==> config.mk <==
export PLATFORM = sky130hd
export DESIGN_NAME = rect_fill_sequencer
export DESIGN_NICKNAME = d
export VERILOG_FILES = /design/src/rtl/rect_fill_sequencer.sv
export SDC_FILE = /design/constraint.sdc
export NUM_CORES = 1
export LEC_CHECK = 0
export CAP_MARGIN = 20
export CORE_MARGIN = 4
export CORE_UTILIZATION = 55
export CTS_BUF_LIST = sky130_fd_sc_hd__clkbuf_8
export CTS_CLUSTER_SIZE = 25
export DETAILED_ROUTE_END_ITERATION = 10
export GPL_TIMING_DRIVEN = 0
export MAX_ROUTING_LAYER = met4
export PLACE_DENSITY_LB_ADDON = 0.25
export SETUP_SLACK_MARGIN = 0.4
export SLEW_MARGIN = 20
export SYNTH_ARGS = -nofsm -noshare
export SYNTH_HDL_FRONTEND = slang
export SYNTH_SLANG_ARGS = --single-unit
==> constraint.sdc <==
create_clock -name clk -period 20.1 [get_ports clk]
set_clock_uncertainty 0.1 [all_clocks]
set_input_delay 3.015 -clock clk [delete_from_list [all_inputs] [get_ports clk]]
set_output_delay 3.015 -clock clk [all_outputs]
set_load 0.05 [all_outputs]
==> src/rtl/rect_fill_sequencer.sv <==
// Rectangle fill front end: queues fill commands, clips them to the display
// window and replays each surviving row as one line-write to the SDRAM display writer.
module rect_fill_sequencer #(
    parameter int H_DISP      = 1024,
    parameter int V_DISP      = 600,
    parameter int FIFO_DEPTH  = 4,
    parameter int ACK_TIMEOUT = 4096
) (
    input  logic        clk,
    input  logic        rst_n,
    input  logic        cmd_valid,
    output logic        cmd_ready,
    input  logic [15:0] cmd_x,
    input  logic [15:0] cmd_y,
    input  logic [15:0] cmd_w,
    input  logic [15:0] cmd_h,
    input  logic [23:0] cmd_color,
    output logic [15:0] x_pos,
    output logic [15:0] y_pos,
    output logic [23:0] pixel,
    output logic [23:0] len,
    output logic        enable,
    input  logic        sys_vaild,
    input  logic        busy,
    output logic        idle,
    output logic        err,
    output logic [7:0]  drop_cnt
);
    localparam int AW = $clog2(FIFO_DEPTH);
    localparam int TW = $clog2(ACK_TIMEOUT) + 1;

    typedef struct packed {
        logic [15:0] x;
        logic [15:0] y;
        logic [15:0] w;
        logic [15:0] h;
        logic [23:0] color;
    } cmd_t;

    typedef enum logic [2:0] {S_IDLE, S_CLIP, S_ISSUE, S_WAIT, S_NEXT} state_t;

    cmd_t        fifo_mem [FIFO_DEPTH];
    logic [AW:0] wr_ptr_q, wr_ptr_d, rd_ptr_q, rd_ptr_d;
    logic        cmd_ready_q, cmd_ready_d, idle_q, idle_d;
    logic        fifo_empty_s, push_s, pop_s;
    state_t      state_q, state_d;
    cmd_t        wk_q, wk_d;
    logic [15:0] x_pos_q, x_pos_d, y_pos_q, y_pos_d, rows_q, rows_d;
    logic [23:0] pixel_q, pixel_d, len_q, len_d;
    logic        enable_q, enable_d, err_q, err_d;
    logic [7:0]  drop_q, drop_d;
    logic [TW-1:0] timer_q, timer_d;
    logic [16:0] avail_w_s, avail_h_s, row_w_s, row_h_s;
    logic        discard_s;

    // FIFO pointer bookkeeping; the extra MSB distinguishes full from empty.
    always_comb begin
        fifo_empty_s = (wr_ptr_q == rd_ptr_q);
        push_s       = cmd_valid & cmd_ready_q;
        wr_ptr_d     = wr_ptr_q + {{AW{1'b0}}, push_s};
        rd_ptr_d     = rd_ptr_q + {{AW{1'b0}}, pop_s};
        cmd_ready_d  = !((wr_ptr_d[AW] != rd_ptr_d[AW]) &&
                         (wr_ptr_d[AW-1:0] == rd_ptr_d[AW-1:0]));
        idle_d       = (wr_ptr_d == rd_ptr_d) && (state_d == S_IDLE);
    end

    // Clip arithmetic in 17 bits so a huge width or an off-screen origin cannot wrap.
    always_comb begin
        avail_w_s = 17'(H_DISP) - {1'b0, wk_q.x};
        avail_h_s = 17'(V_DISP) - {1'b0, wk_q.y};
        row_w_s   = ({1'b0, wk_q.w} < avail_w_s) ? {1'b0, wk_q.w} : avail_w_s;
        row_h_s   = ({1'b0, wk_q.h} < avail_h_s) ? {1'b0, wk_q.h} : avail_h_s;
        discard_s = (wk_q.w == 16'd0) || (wk_q.h == 16'd0) ||
                    ({1'b0, wk_q.x} >= 17'(H_DISP)) || ({1'b0, wk_q.y} >= 17'(V_DISP));
    end

    // Sequencer next-state and registered-output logic.
    always_comb begin
        state_d  = state_q;
        pop_s    = 1'b0;
        wk_d     = wk_q;
        x_pos_d  = x_pos_q;
        y_pos_d  = y_pos_q;
        pixel_d  = pixel_q;
        len_d    = len_q;
        rows_d   = rows_q;
        enable_d = 1'b0;
        timer_d  = timer_q;
        err_d    = err_q;
        drop_d   = drop_q;
        case (state_q)
            S_IDLE: begin
                if (!fifo_empty_s && sys_vaild) begin
                    pop_s   = 1'b1;
                    wk_d    = fifo_mem[rd_ptr_q[AW-1:0]];
                    state_d = S_CLIP;
                end else begin
                    state_d = S_IDLE;
                end
            end
            S_CLIP: begin
                if (discard_s) begin
                    drop_d  = (drop_q == 8'hFF) ? drop_q : drop_q + 8'd1;
                    state_d = S_IDLE;
                end else begin
                    x_pos_d  = wk_q.x;
                    y_pos_d  = wk_q.y;
                    pixel_d  = wk_q.color;
                    len_d    = {8'd0, row_w_s[15:0]};
                    rows_d   = row_h_s[15:0];
                    timer_d  = {TW{1'b0}};
                    enable_d = 1'b1;
                    state_d  = S_ISSUE;
                end
            end
            S_ISSUE: begin
                if (busy) begin
                    state_d = S_WAIT;
                end else if (timer_q == TW'(ACK_TIMEOUT - 1)) begin
                    err_d   = 1'b1;
                    state_d = S_IDLE;
                end else begin
                    timer_d  = timer_q + {{(TW-1){1'b0}}, 1'b1};
                    enable_d = 1'b1;
                end
            end
            S_WAIT: begin
                if (!busy) begin
                    state_d = S_NEXT;
                end else begin
                    state_d = S_WAIT;
                end
            end
            S_NEXT: begin
                rows_d = rows_q - 16'd1;
                if (rows_q == 16'd1) begin
                    state_d = S_IDLE;
                end else begin
                    y_pos_d  = y_pos_q + 16'd1;
                    timer_d  = {TW{1'b0}};
                    enable_d = 1'b1;
                    state_d  = S_ISSUE;
                end
            end
            default: state_d = S_IDLE;
        endcase
    end

    // Command storage; contents are don't-care until written.
    always_ff @(posedge clk) begin
        if (push_s) begin
            fifo_mem[wr_ptr_q[AW-1:0]] <= {cmd_x, cmd_y, cmd_w, cmd_h, cmd_color};
        end
    end

    // State and output registers with synchronous active-low reset.
    always_ff @(posedge clk) begin
        if (!rst_n) begin
            wr_ptr_q    <= '0;
            rd_ptr_q    <= '0;
            cmd_ready_q <= 1'b1;
            idle_q      <= 1'b1;
            state_q     <= S_IDLE;
            wk_q        <= '0;
            x_pos_q     <= 16'd0;
            y_pos_q     <= 16'd0;
            pixel_q     <= 24'd0;
            len_q       <= 24'd0;
            rows_q      <= 16'd0;
            enable_q    <= 1'b0;
            timer_q     <= {TW{1'b0}};
            err_q       <= 1'b0;
            drop_q      <= 8'd0;
        end else begin
            wr_ptr_q    <= wr_ptr_d;
            rd_ptr_q    <= rd_ptr_d;
            cmd_ready_q <= cmd_ready_d;
            idle_q      <= idle_d;
            state_q     <= state_d;
            wk_q        <= wk_d;
            x_pos_q     <= x_pos_d;
            y_pos_q     <= y_pos_d;
            pixel_q     <= pixel_d;
            len_q       <= len_d;
            rows_q      <= rows_d;
            enable_q    <= enable_d;
            timer_q     <= timer_d;
            err_q       <= err_d;
            drop_q      <= drop_d;
        end
    end

    assign cmd_ready = cmd_ready_q;
    assign idle      = idle_q;
    assign x_pos     = x_pos_q;
    assign y_pos     = y_pos_q;
    assign pixel     = pixel_q;
    assign len       = len_q;
    assign enable    = enable_q;
    assign err       = err_q;
    assign drop_cnt  = drop_q;
endmodule

==> reports/metrics.csv <==
stage,metric,value,unit
layout,final_util,0.667,
placement,dp_cells,2494,
setup_path,crit_type,in2reg,
power_and_ir_drop,power.ir.vdd_worst,0.0678,mV
clocking,clock_sink_count,562,
setup_path,cp_data_required_time,20.54,ns
yosys,synth_top_cell_area_share,0.465,
timing,worst-slew-pin-transition,1.02,ns
min_path,whs_path_depth,2,
timing,fin_worst_hold_slack,0.346,ns
yosys,share_of_the_synthesized_area_in_compound_gates_ao_oa_aoi_oai,0.0825,
yosys,synth_area,22700,um2
yosys,yosys-top-cells-count,"sky130_fd_sc_hd__edfxtp_1, sky130_fd_sc_hd__nand2_1, sky130_fd_sc_hd__dfxtp_1, sky130_fd_sc_hd__a21oi_1, sky130_fd_sc_hd__mux4_2",
layout,layout_cells_sized_above_1,0.144,
status,outcome,"finished, final reports clean",
setup_path,crit_path_end,idle,
timing,fin_setup_tns,0,ns
detailed_routing,first_iter_violations,1135,
floorplanning,dieHeight,211,um
yosys,synth_most_common_cell,sky130_fd_sc_hd__edfxtp_1,
global_routing,gr-total-overflow,0,
detailed_routing,avgViaCountPerCell,5.72,
clocking,tritoncts_clock_tree,yes,
detailed_routing,first_pass_iters,5,
power_and_ir_drop,power_density,110,nW/um2
layout,postLayoutCellArea,27300,um2
detailed_routing,via_count,15200,
yosys,mean_area_per_synthesized_cell,13.0,um2
clocking,post_cts_buffers,0,
global_routing,grt_pass1_vias,15200,
timing,timing.max_slew.rel_slack,0.321,
clocking,cts.reportedPaths.clkPinSlew,0.07,ns
floorplanning,start_util,0.556,
yosys,register_bit_total_from_synthesis,562,
floorplanning,design.die.area,44600,um2
timing,finalMaxSlewViolations,0,
layout,instances_no_fill,2659,
yosys,xor_and_xnor_area_share_after_synthesis,0.0208,
clocking,postCtsHoldBufs,0,
clocking,insertion_delay,0.66,ns
timing,timing.fmax,162,MHz
clocking,cts.path.max_buffers,3,
setup_path,reg2reg_depth,14,
timing,timing.final.hold_violations,0,
clocking,cts_root_buf,sky130_fd_sc_hd__clkbuf_8,
clocking,numCtsBuffers,89,
yosys,yosysWarnings,0,
yosys,post_synthesis_cell_count,1742,
timing,final.min_clock_period,6.17,ns
yosys,synth_top_cells_by_area,"sky130_fd_sc_hd__edfxtp_1, sky130_fd_sc_hd__dfxtp_1, sky130_fd_sc_hd__mux4_2, sky130_fd_sc_hd__nand2_1, sky130_fd_sc_hd__a21oi_1",
detailed_routing,routed_wirelength,55900,um
placement,buffer_ports.inserted,175,
detailed_routing,routed_wire_length_per_instance,21.0,um
detailed_routing,drc,0,
floorplanning,chipWidth,211,um
placement,preCtsSetupSlack,13.34,ns
yosys,netlist.top_cell.by_area,sky130_fd_sc_hd__edfxtp_1,
timing,rsz_0062_raised_after_global_routing,false,
setup_path,rr_startpoint,rd_ptr_q[0],
placement,place.detailed.hpwl,40000,um
setup_path,worstPathArrival,6.61,ns
timing,setup_viol,0,
yosys,combinational_family_with_the_most_area_after_synthesis,simple AND/OR/NAND/NOR gates,
global_routing,first_pass_grt_wire_length,85600,um
setup_path,crit_path_end_kind,register,
clocking,ctsResizeCount,0,
layout,finish.net_count,2187,
yosys,synth.area.mux_share,0.0913,
power_and_ir_drop,static-leakage-power,9.34,nW
global_routing,grt_start_max_net_pins,46,
placement,globalplace.congestion,0.942,
yosys,synth-seq-area-share,0.650,
setup_path,reg2reg_slack,15.40,ns
floorplanning,design.portCount,185,
min_path,hold_path_class,reg2reg,
global_routing,antenna_violations_before_repair,3,
detailed_routing,final_antenna_net_count,0,
timing,post-route-worst-setup-slack,13.93,ns
yosys,synth_enable_flop_cells,352,
layout,areaGrowthSynthToFinish,20.0,%
clocking,cts_max_level,3,
job,cap_violations,0,
global_routing,globalRouteTotalUtil,0.257,
floorplanning,core_region_area,40800,um2
floorplanning,placementRows,74,
timing,finalCritPeriodShare,0.307,
setup_path,cp-start-kind,input pin,
yosys,adder_cell_share_of_the_synthesized_area,0.0226,
yosys,synth_top_flop_cell,sky130_fd_sc_hd__edfxtp_1,
yosys,async_reset_ff_frac,0,
setup_path,worst_setup_path_startpoint,sys_vaild,
yosys,basic_gate_share_of_the_synthesized_area_counting_and_or_nand_and_nor_cells,0.108,
setup_path,regToRegEndpoint,idle,
yosys,yosysUniqueCellTypes,70,
placement,post_dp_cell_area,25500,um2
layout,layout.filler_cells,2950,
power_and_ir_drop,totalPowerFinal,3.00,mW
setup_path,critical_path_fanouts_max,10,
-- cell usage in the layout, fill, tap and decap left out, types with 4 or more instances in the layout --
master and instances:
sky130_fd_sc_hd__nor4_1 14, sky130_fd_sc_hd__clkdlybuf4s50_1 175, sky130_fd_sc_hd__or3_1 4, sky130_fd_sc_hd__buf_4 40
sky130_fd_sc_hd__conb_1 8, sky130_fd_sc_hd__xnor2_1 25, sky130_fd_sc_hd__dfxtp_1 210, sky130_fd_sc_hd__nor3b_1 6
sky130_fd_sc_hd__nor3_1 21, sky130_fd_sc_hd__edfxtp_1 352, sky130_fd_sc_hd__or2_2 14, sky130_fd_sc_hd__inv_1 52
sky130_fd_sc_hd__mux4_2 88, sky130_fd_sc_hd__a21boi_0 7, sky130_fd_sc_hd__xor2_1 29, sky130_fd_sc_hd__o21a_1 12
sky130_fd_sc_hd__mux2i_1 7, sky130_fd_sc_hd__buf_1 9, sky130_fd_sc_hd__buf_2 7, sky130_fd_sc_hd__o31ai_1 10
sky130_fd_sc_hd__nor2_1 67, sky130_fd_sc_hd__nor2b_1 5, sky130_fd_sc_hd__buf_6 8, sky130_fd_sc_hd__o22ai_1 4
sky130_fd_sc_hd__clkinv_2 10, sky130_fd_sc_hd__a21oi_1 176, sky130_fd_sc_hd__clkinv_1 5, sky130_fd_sc_hd__clkbuf_1 78
sky130_fd_sc_hd__and2_1 9, sky130_fd_sc_hd__nand4_1 17, sky130_fd_sc_hd__ha_1 41, sky130_fd_sc_hd__a31oi_1 19
sky130_fd_sc_hd__nand2_1 325, sky130_fd_sc_hd__o21ai_0 42, sky130_fd_sc_hd__and3_1 12, sky130_fd_sc_hd__a211oi_1 8
sky130_fd_sc_hd__nand3_1 28, sky130_fd_sc_hd__clkbuf_8 102
-- worst min-delay path by stage --
stage,startpoint,end,slack [ns]
final,wk_q[4],pixel[4],0.35
after floorplan,wk_q[0],pixel[0],0.34
after global routing,wk_q[21],pixel[21],0.36
after detailed placement,pixel[15],pixel[15],0.35
after CTS,pixel[12],pixel[12],0.35
after global placement,wk_q[1],pixel[1],0.34
-- state kept, by name, summed over array words and instances, names as in the netlist --
signal and count:
len 16, idle 1, err 1, state_q 3
wr_ptr_q 3, timer_q 13, wk_q 88, rd_ptr_q 3
fifo_mem 352, rows_q 16, y_pos 16, cmd_ready 1
x_pos 16, drop_cnt 8, pixel 24, enable 1
-- metal layers --
| metal | track usage | up-vias | routed length (um) |
|---|---|---|---|
| li1 | - | 7072 | - |
| met1 | 0.336 | 7544 | 23400 |
| met2 | 0.410 | 482 | 27300 |
| met3 | 0.0469 | 118 | 3300 |
| met4 | 0.0908 | 0 | 1800 |
| met5 | - | - | 0 |
-- cell type report --
class                           count  area, um2  share of cell area
Buffer                            108        483              0.0177
Timing Repair Buffer              213       2100              0.0769
Sequential cell                   562      14800               0.542
Inverter                           17       63.8             0.00234
Multi-Input combinational cell   1062       7440               0.273
Tap cell                          532        666              0.0244
Antenna cell                        3       7.51            0.000275
Clock buffer                      102       1400              0.0515
Clock inverter                     60        319              0.0117
-- critical path, stage by stage --
cell	delay [ns]
sky130_fd_sc_hd__clkdlybuf4s50_1	0.45
sky130_fd_sc_hd__nand4b_1	0.12
sky130_fd_sc_hd__clkbuf_1	0.67
sky130_fd_sc_hd__inv_2	0.38
sky130_fd_sc_hd__clkbuf_1	0.30
sky130_fd_sc_hd__ha_1	0.24
sky130_fd_sc_hd__ha_1	0.29
sky130_fd_sc_hd__xor2_1	0.17
sky130_fd_sc_hd__nor3_1	0.28
sky130_fd_sc_hd__nand2_1	0.07
sky130_fd_sc_hd__or4_1	0.38
sky130_fd_sc_hd__o21ai_0	0.23
-- where the power goes --
part,switching (mW),internal [mW],leakage [nW]
Sequential,0.0602,1.31,4.93
Clock,0.443,0.481,1.02
Combinational,0.424,0.283,3.39
Total,0.928,2.07,9.34
-- cell families (layout without fill, tap and decap cells) --
group	after synthesis	count (layout)
buffers and inverters	125	500
other	1	11
XOR/XNOR	54	54
flip-flops	562	562
adder cells (fa/ha/maj)	41	41
AO/OA/AOI/OAI	313	313
AND/OR/NAND/NOR	549	549
multiplexers	97	97
Power figures use the tool's default switching activity.
